===== config.mk =====
export PLATFORM = sky130hd
export DESIGN_NAME = nes_clk_en
export DESIGN_NICKNAME = d
export VERILOG_FILES = /design/src/rtl/nes_clk_pkg.sv /design/src/rtl/ce_mod_counter.sv /design/src/rtl/nes_clk_en.sv
export SDC_FILE = /design/constraint.sdc
export NUM_CORES = 1
export LEC_CHECK = 0
export CAP_MARGIN = 30
export CORE_UTILIZATION = 55
export DETAILED_ROUTE_END_ITERATION = 12
export DONT_BUFFER_PORTS = 1
export PLACE_DENSITY = 0.69
export SLEW_MARGIN = 15
export SYNTH_ARGS = -nofsm -noshare
export SYNTH_HDL_FRONTEND = slang
export SYNTH_SLANG_ARGS = --single-unit

===== constraint.sdc =====
create_clock -name clk -period 2.86 [get_ports clk]
set_input_delay 0.286 -clock clk [delete_from_list [all_inputs] [get_ports clk]]
set_output_delay 0.286 -clock clk [all_outputs]
set_load 0.01 [all_outputs]

===== src/rtl/nes_clk_pkg.sv =====
// Shared types and default ratios for the NES clock-enable sequencer.
// The HALT/STEP debug control is built only when NES_CLK_STEP_EN is defined.
package nes_clk_pkg;

  typedef enum logic [1:0] {
    ST_RUN  = 2'd0,
    ST_HALT = 2'd1,
    ST_STEP = 2'd2
  } nes_clk_state_e;

  localparam int NES_PPU_DIV   = 4;
  localparam int NES_CPU_RATIO = 3;

  // Counter width for a modulo-n count; a 1-bit floor keeps n<=2 legal.
  function automatic int cnt_w(input int n);
    return (n <= 2) ? 1 : $clog2(n);
  endfunction

endpackage


===== src/rtl/ce_mod_counter.sv =====
// Generic modulo-N counter: advances on adv, wraps N-1 -> 0.
// Exposes terminal-count and zero decodes of the registered count.
module ce_mod_counter
  import nes_clk_pkg::*;
#(
  parameter int N = 4,
  parameter int W = cnt_w(N)
) (
  input  logic clk,
  input  logic rst_n,
  input  logic adv,
  output logic tc,
  output logic zero
);

  logic [W-1:0] cnt_q, cnt_d;

  assign tc   = (cnt_q == W'(N - 1));
  assign zero = (cnt_q == '0);

  always_comb begin
    cnt_d = cnt_q;
    if (adv) cnt_d = tc ? '0 : cnt_q + W'(1);
  end

  always_ff @(posedge clk or negedge rst_n) begin
    if (!rst_n) cnt_q <= '0;
    else        cnt_q <= cnt_d;
  end

endmodule


===== src/rtl/nes_clk_en.sv =====
// NES timing strobes (PPU dot / CPU cycle / APU) derived from a single clk.
// Define NES_CLK_STEP_EN to build the run/halt/single-step debug control.
module nes_clk_en
  import nes_clk_pkg::*;
#(
  parameter int PPU_DIV   = NES_PPU_DIV,
  parameter int CPU_RATIO = NES_CPU_RATIO,
  parameter int CNT_W     = 32
) (
  input  logic             clk,
  input  logic             rst_n,
  input  logic             halt,
  input  logic             step_req,
  output logic             ppu_ce,
  output logic             cpu_ce,
  output logic             apu_ce,
  output logic             halted,
  output logic             step_done,
  output logic [CNT_W-1:0] cpu_cycles
);

  if (PPU_DIV < 2)   begin : g_bad_div   $error("PPU_DIV must be >= 2");   end
  if (CPU_RATIO < 2) begin : g_bad_ratio $error("CPU_RATIO must be >= 2"); end

  logic adv;
  logic div_tc, div_zero;
  logic ph_tc, ph_zero;
  logic boundary;
  logic apu_ph_q, apu_ph_d;
  logic [CNT_W-1:0] cyc_q, cyc_d;

  ce_mod_counter #(.N(PPU_DIV)) u_div (
    .clk   (clk),
    .rst_n (rst_n),
    .adv   (adv),
    .tc    (div_tc),
    .zero  (div_zero)
  );

  ce_mod_counter #(.N(CPU_RATIO)) u_phase (
    .clk   (clk),
    .rst_n (rst_n),
    .adv   (ppu_ce),
    .tc    (ph_tc),
    .zero  (ph_zero)
  );

  assign boundary = div_zero && ph_zero;
  assign ppu_ce   = adv && div_tc;
  assign cpu_ce   = ppu_ce && ph_tc;
  assign apu_ce   = cpu_ce && apu_ph_q;

  always_comb begin
    apu_ph_d = apu_ph_q ^ cpu_ce;
    cyc_d    = cyc_q + {{(CNT_W-1){1'b0}}, cpu_ce};
  end

  always_ff @(posedge clk or negedge rst_n) begin
    if (!rst_n) begin
      apu_ph_q <= 1'b0;
      cyc_q    <= '0;
    end else begin
      apu_ph_q <= apu_ph_d;
      cyc_q    <= cyc_d;
    end
  end

  assign cpu_cycles = cyc_q;

`ifdef NES_CLK_STEP_EN
  nes_clk_state_e state_q, state_d;
  logic           halted_q, halted_d;

  always_ff @(posedge clk or negedge rst_n) begin
    if (!rst_n) begin
      state_q  <= ST_RUN;
      halted_q <= 1'b0;
    end else begin
      state_q  <= state_d;
      halted_q <= halted_d;
    end
  end

  // A halt only lands on a boundary, so a CPU cycle in flight always completes.
  always_comb begin
    state_d = state_q;
    case (state_q)
      ST_RUN:  if (halt && boundary) state_d = ST_HALT;
      ST_HALT: begin
        if (step_req)  state_d = ST_STEP;
        else if (!halt) state_d = ST_RUN;
      end
      ST_STEP: if (cpu_ce) state_d = halt ? ST_HALT : ST_RUN;
      default: state_d = ST_RUN;
    endcase
    halted_d = (state_d == ST_HALT);
  end

  always_comb begin
    adv = 1'b0;
    case (state_q)
      ST_RUN:  adv = !(halt && boundary);
      ST_STEP: adv = 1'b1;
      default: adv = 1'b0;
    endcase
  end

  assign step_done = (state_q == ST_STEP) && cpu_ce;
  assign halted    = halted_q;
`else
  logic unused_dbg;

  assign unused_dbg = halt ^ step_req;
  assign adv        = 1'b1;
  assign step_done  = 1'b0;
  assign halted     = 1'b0;
`endif

endmodule


==> metrics.md <==
| Metric | Value |
|---|---|
| Post-route ant nets | 0 |
| Net Sw Power | roughly 0.00018 W |
| CP arrival | between 2 and 3 ns |
| Setup crit end kind | register |
| Final Cycle Share | 0.827 |
| Synth top area cells | dfrtp_1 (57%), xnor2_1 (14%), nand3_1 (5.2%), nand4_1 (4.6%), ha_1 (3.8%) |
| Pin count of the biggest net entering global routing | 38 |
| Aggregate global routing overflow | 0 |
| Lkg Pwr | a little over 0.8 nW |
| # Max-Cap Violations | 0 |
| Via count | approximately 1,100 |
| Synth cell types | 20 |
| Die height | between 50 and 60 um |
| Dominant synthesized flop cell | dfrtp_1 |
| Die Footprint | 3190 um2 |
| Slew margin rel. | 0.618 |
| RSZ-0062 raised after global routing | false |
| Root buffer cell | clkbuf_4 |
| First-pass GRT wire length | between 4000 and 5000 um |
| Later-pin clock latency in the skew report | approximately 0.34 ns |
| Flop pwr share | 0.571 |
| Inserted Diodes | 0 |
| Clock Power Share | 0.412 |
| Initial DRC Count | between 40 and 50 |
| PwrDens | around 520 nW/um2 |
| FMAX | ~420 MHz |
| # DRC | 0 |
| Vias in the first global route | around 1,100 |
| WP data required | between 3 and 4 ns |
| Post-synthesis register bit count | 37 |
| Async SR Flop Fraction | 1.00 |
| NumNets Final | approximately 150 |
| Clock transition at path regs | around 0.11 ns |
| Total Power | 0.000915 W |
| Area growth syn-to-layout | 8.21% |
| DP HPWL | ~2000 um |
| Status | finished clean |
| Commonest cells post-synth | dfrtp_1 (37), xnor2_1 (26), nand3_1 (17), nand4_1 (12), nand2_1 (9) |
| Crit start category | register |
| CTS H-tree lvls | 2 |
| Min-delay worst type | primary input to async pin |
| R2r setup slk | 0.50 ns |
| Area of the multi-input gates | 674 um2 |
| Storage element area | around 930 um2 |
| Fin Setup TNS | 0 ns |
| Initial antenna violation count | 0 |
| Min Tclk post-route | 2.36 ns |
| Cells after Synth | ~140 |
| Maximum VDD drop | between 0.6 and 0.7 mV |
| Vias/cell | about 6 |
| Path type of the worst setup path | register to register |
| Initial Util | 0.587 |
| Seq/Total Area, Yosys | 0.567 |
| CTS tree | done |
| Net Sw Frac | 0.196 |
| Fin. Hold Viols | 0 |
| P_int | ~0.00074 W |
| Crit-path max FO | 12 |
| WL final | roughly 3000 um |
| # clock sinks | 37 |
| TritonCTS buffer count | 5 |
| Mapped Avg Cell Area | 11.8 um2 |
| Core area | ~2800 um2 |
| Worst-case clock buffer depth | 2 |
| # rows | 19 |
| Yosys warning total | 0 |
| Worst-case clock skew | 0.00978 ns |
| Count leader, synth | dfrtp_1 |
| Syn Std Cell Area | 1630 um2 |
| IO Pins | 41 |
| Combinational share of power | 0.016 |
| Synth top area share | 0.567 |
| IO Port Bufs | 0 |
| Final number of setup-violating endpoints | 0 |
| Final Max Tran Viols | 0 |
| Fill cells | approximately 220 |
| Pre-antenna DRT Iters | 4 |
| All-layer global routing usage | 0.205 |
| Post-synth EDFFs | 0 |
| Area leader, netlist | dfrtp_1 |
| Worst slew pin tran | 0.570 ns |
| Chip width | roughly 56 um |
| GPL Wtd Cong | approximately 0.76 |
| WL/cell | around 17 um |
| Share of layout cells above drive strength 1 | 0.0822 |
==> repair_timing <==
action                    CTS  global route
buffers inserted            0             0
hold buffers                2             0
gates resized for setup     0             0
hold endpoints to repair   37             0
==> final cells by class <==
cell class              instances  share of cell area
flip-flops and latches         37               0.524
multi-input cells              97               0.382
clock buffers                   7              0.0312
well taps                      31              0.0220
repair buffers                  3              0.0213
clock inverters                 1              0.0170
inverters                       1             0.00213
==> power by group through the flow <==
stage | Clock [W] | Combinational (W) | Sequential [W]
5_1_grt | 0.000396 | 0.0000175 | 0.000523
3_3_place_gp | 0 | 0.00000113 | 0.000533
4_1_cts | 0.000386 | 0.0000158 | 0.000523
6_report | 0.000377 | 0.0000149 | 0.000523
2_1_floorplan | 0 | 0.00000317 | 0.000533
3_5_place_dp | 0 | 0.00000113 | 0.000533
==> per-stage QoR <==
| stage | cells | setup WS [ns] | util | area [um2] | hold slack, ns |
|---|---|---|---|---|---|
| after global routing | 177 | 0.250 | 0.635 | 1770 | 0.397 |
| final | 177 | 0.496 | 0.635 | 1770 | 0.378 |
| after global placement | 167 | 0.547 | 0.593 | 1650 | -0.00872 |
| after floorplan | 139 | 0.690 | - | 1640 | -0.00959 |
| after detailed placement | 167 | 0.497 | 0.593 | 1650 | -0.00887 |
| after CTS | 177 | 0.461 | 0.635 | 1770 | 0.372 |
==> registers in the layout, indices dropped and copies added (netlist names) <==
name / flops
u_phase.cnt_q: 2
u_div.cnt_q: 2
cpu_cycles: 32
apu_ph_q: 1
==> metal layers <==
layer,wire length [um],track usage,vias up
met4,63,0.111,0
li1,-,-,493
met2,1440,0.338,40
met1,1270,0.232,510
met5,0,0,-
met3,177,0.0691,7
==> kinds of logic (layout without fill, tap and decap cells) <==
kind of cell / after synthesis / after routing / share of synthesized area
other: 1 / 2 / 0.00230
muxes: 1 / 1 / 0.00690
AOI/OAI and AO/OA: 1 / 1 / 0.00306
buffers and inverters: 5 / 12 / 0.0215
DFF: 37 / 37 / 0.567
adders and majority gates: 5 / 5 / 0.0383
xor gates and xnor gates: 30 / 30 / 0.161
and+or+nand+nor: 58 / 58 / 0.199
==> path summary, 6_finish.rpt <==
kind | from | end | depth (start not counted)
worst max-delay path | u_div.cnt_q[0] | cpu_cycles[26] | 9
worst min-delay path | rst_n | cpu_cycles[20] | 2
worst max register to register | u_div.cnt_q[0] | cpu_cycles[26] | 9
worst min register to register | u_div.cnt_q[0] | u_div.cnt_q[0] | 1
max in group asynchronous | rst_n | cpu_cycles[1] | 2
min in group clk | u_div.cnt_q[0] | u_div.cnt_q[0] | 1
==> critical path, cell delays in order, from the launching register on <==
cell and delay, ns:
dfrtp_1 0.37, ha_1 0.32, nand2_1 0.08, nor2_1 0.10, buf_4 0.15, ha_1 0.17
ha_1 0.23, and4_1 0.50, nand4_1 0.17, xnor2_1 0.16
==> cell usage in the layout (no fill, tap or decap) <==
cell type / count
and3_1: 5
nor4_4: 1
xor2_1: 4
clkbuf_8: 1
buf_4: 1
inv_1: 1
xnor2_1: 26
ha_1: 5
nor2_1: 8
buf_12: 1
nand2_1: 9
nand4_1: 12
bufinv_16: 1
conb_1: 2
and4_1: 3
dfrtp_1: 37
dlygate4sd3_1: 1
mux2_2: 1
nand4_2: 1
nand3_1: 17
clkbuf_1: 1
clkbuf_4: 5
o21ai_0: 1
nor3_1: 2
No activity file was read; power rests on OpenSTA's default activity.
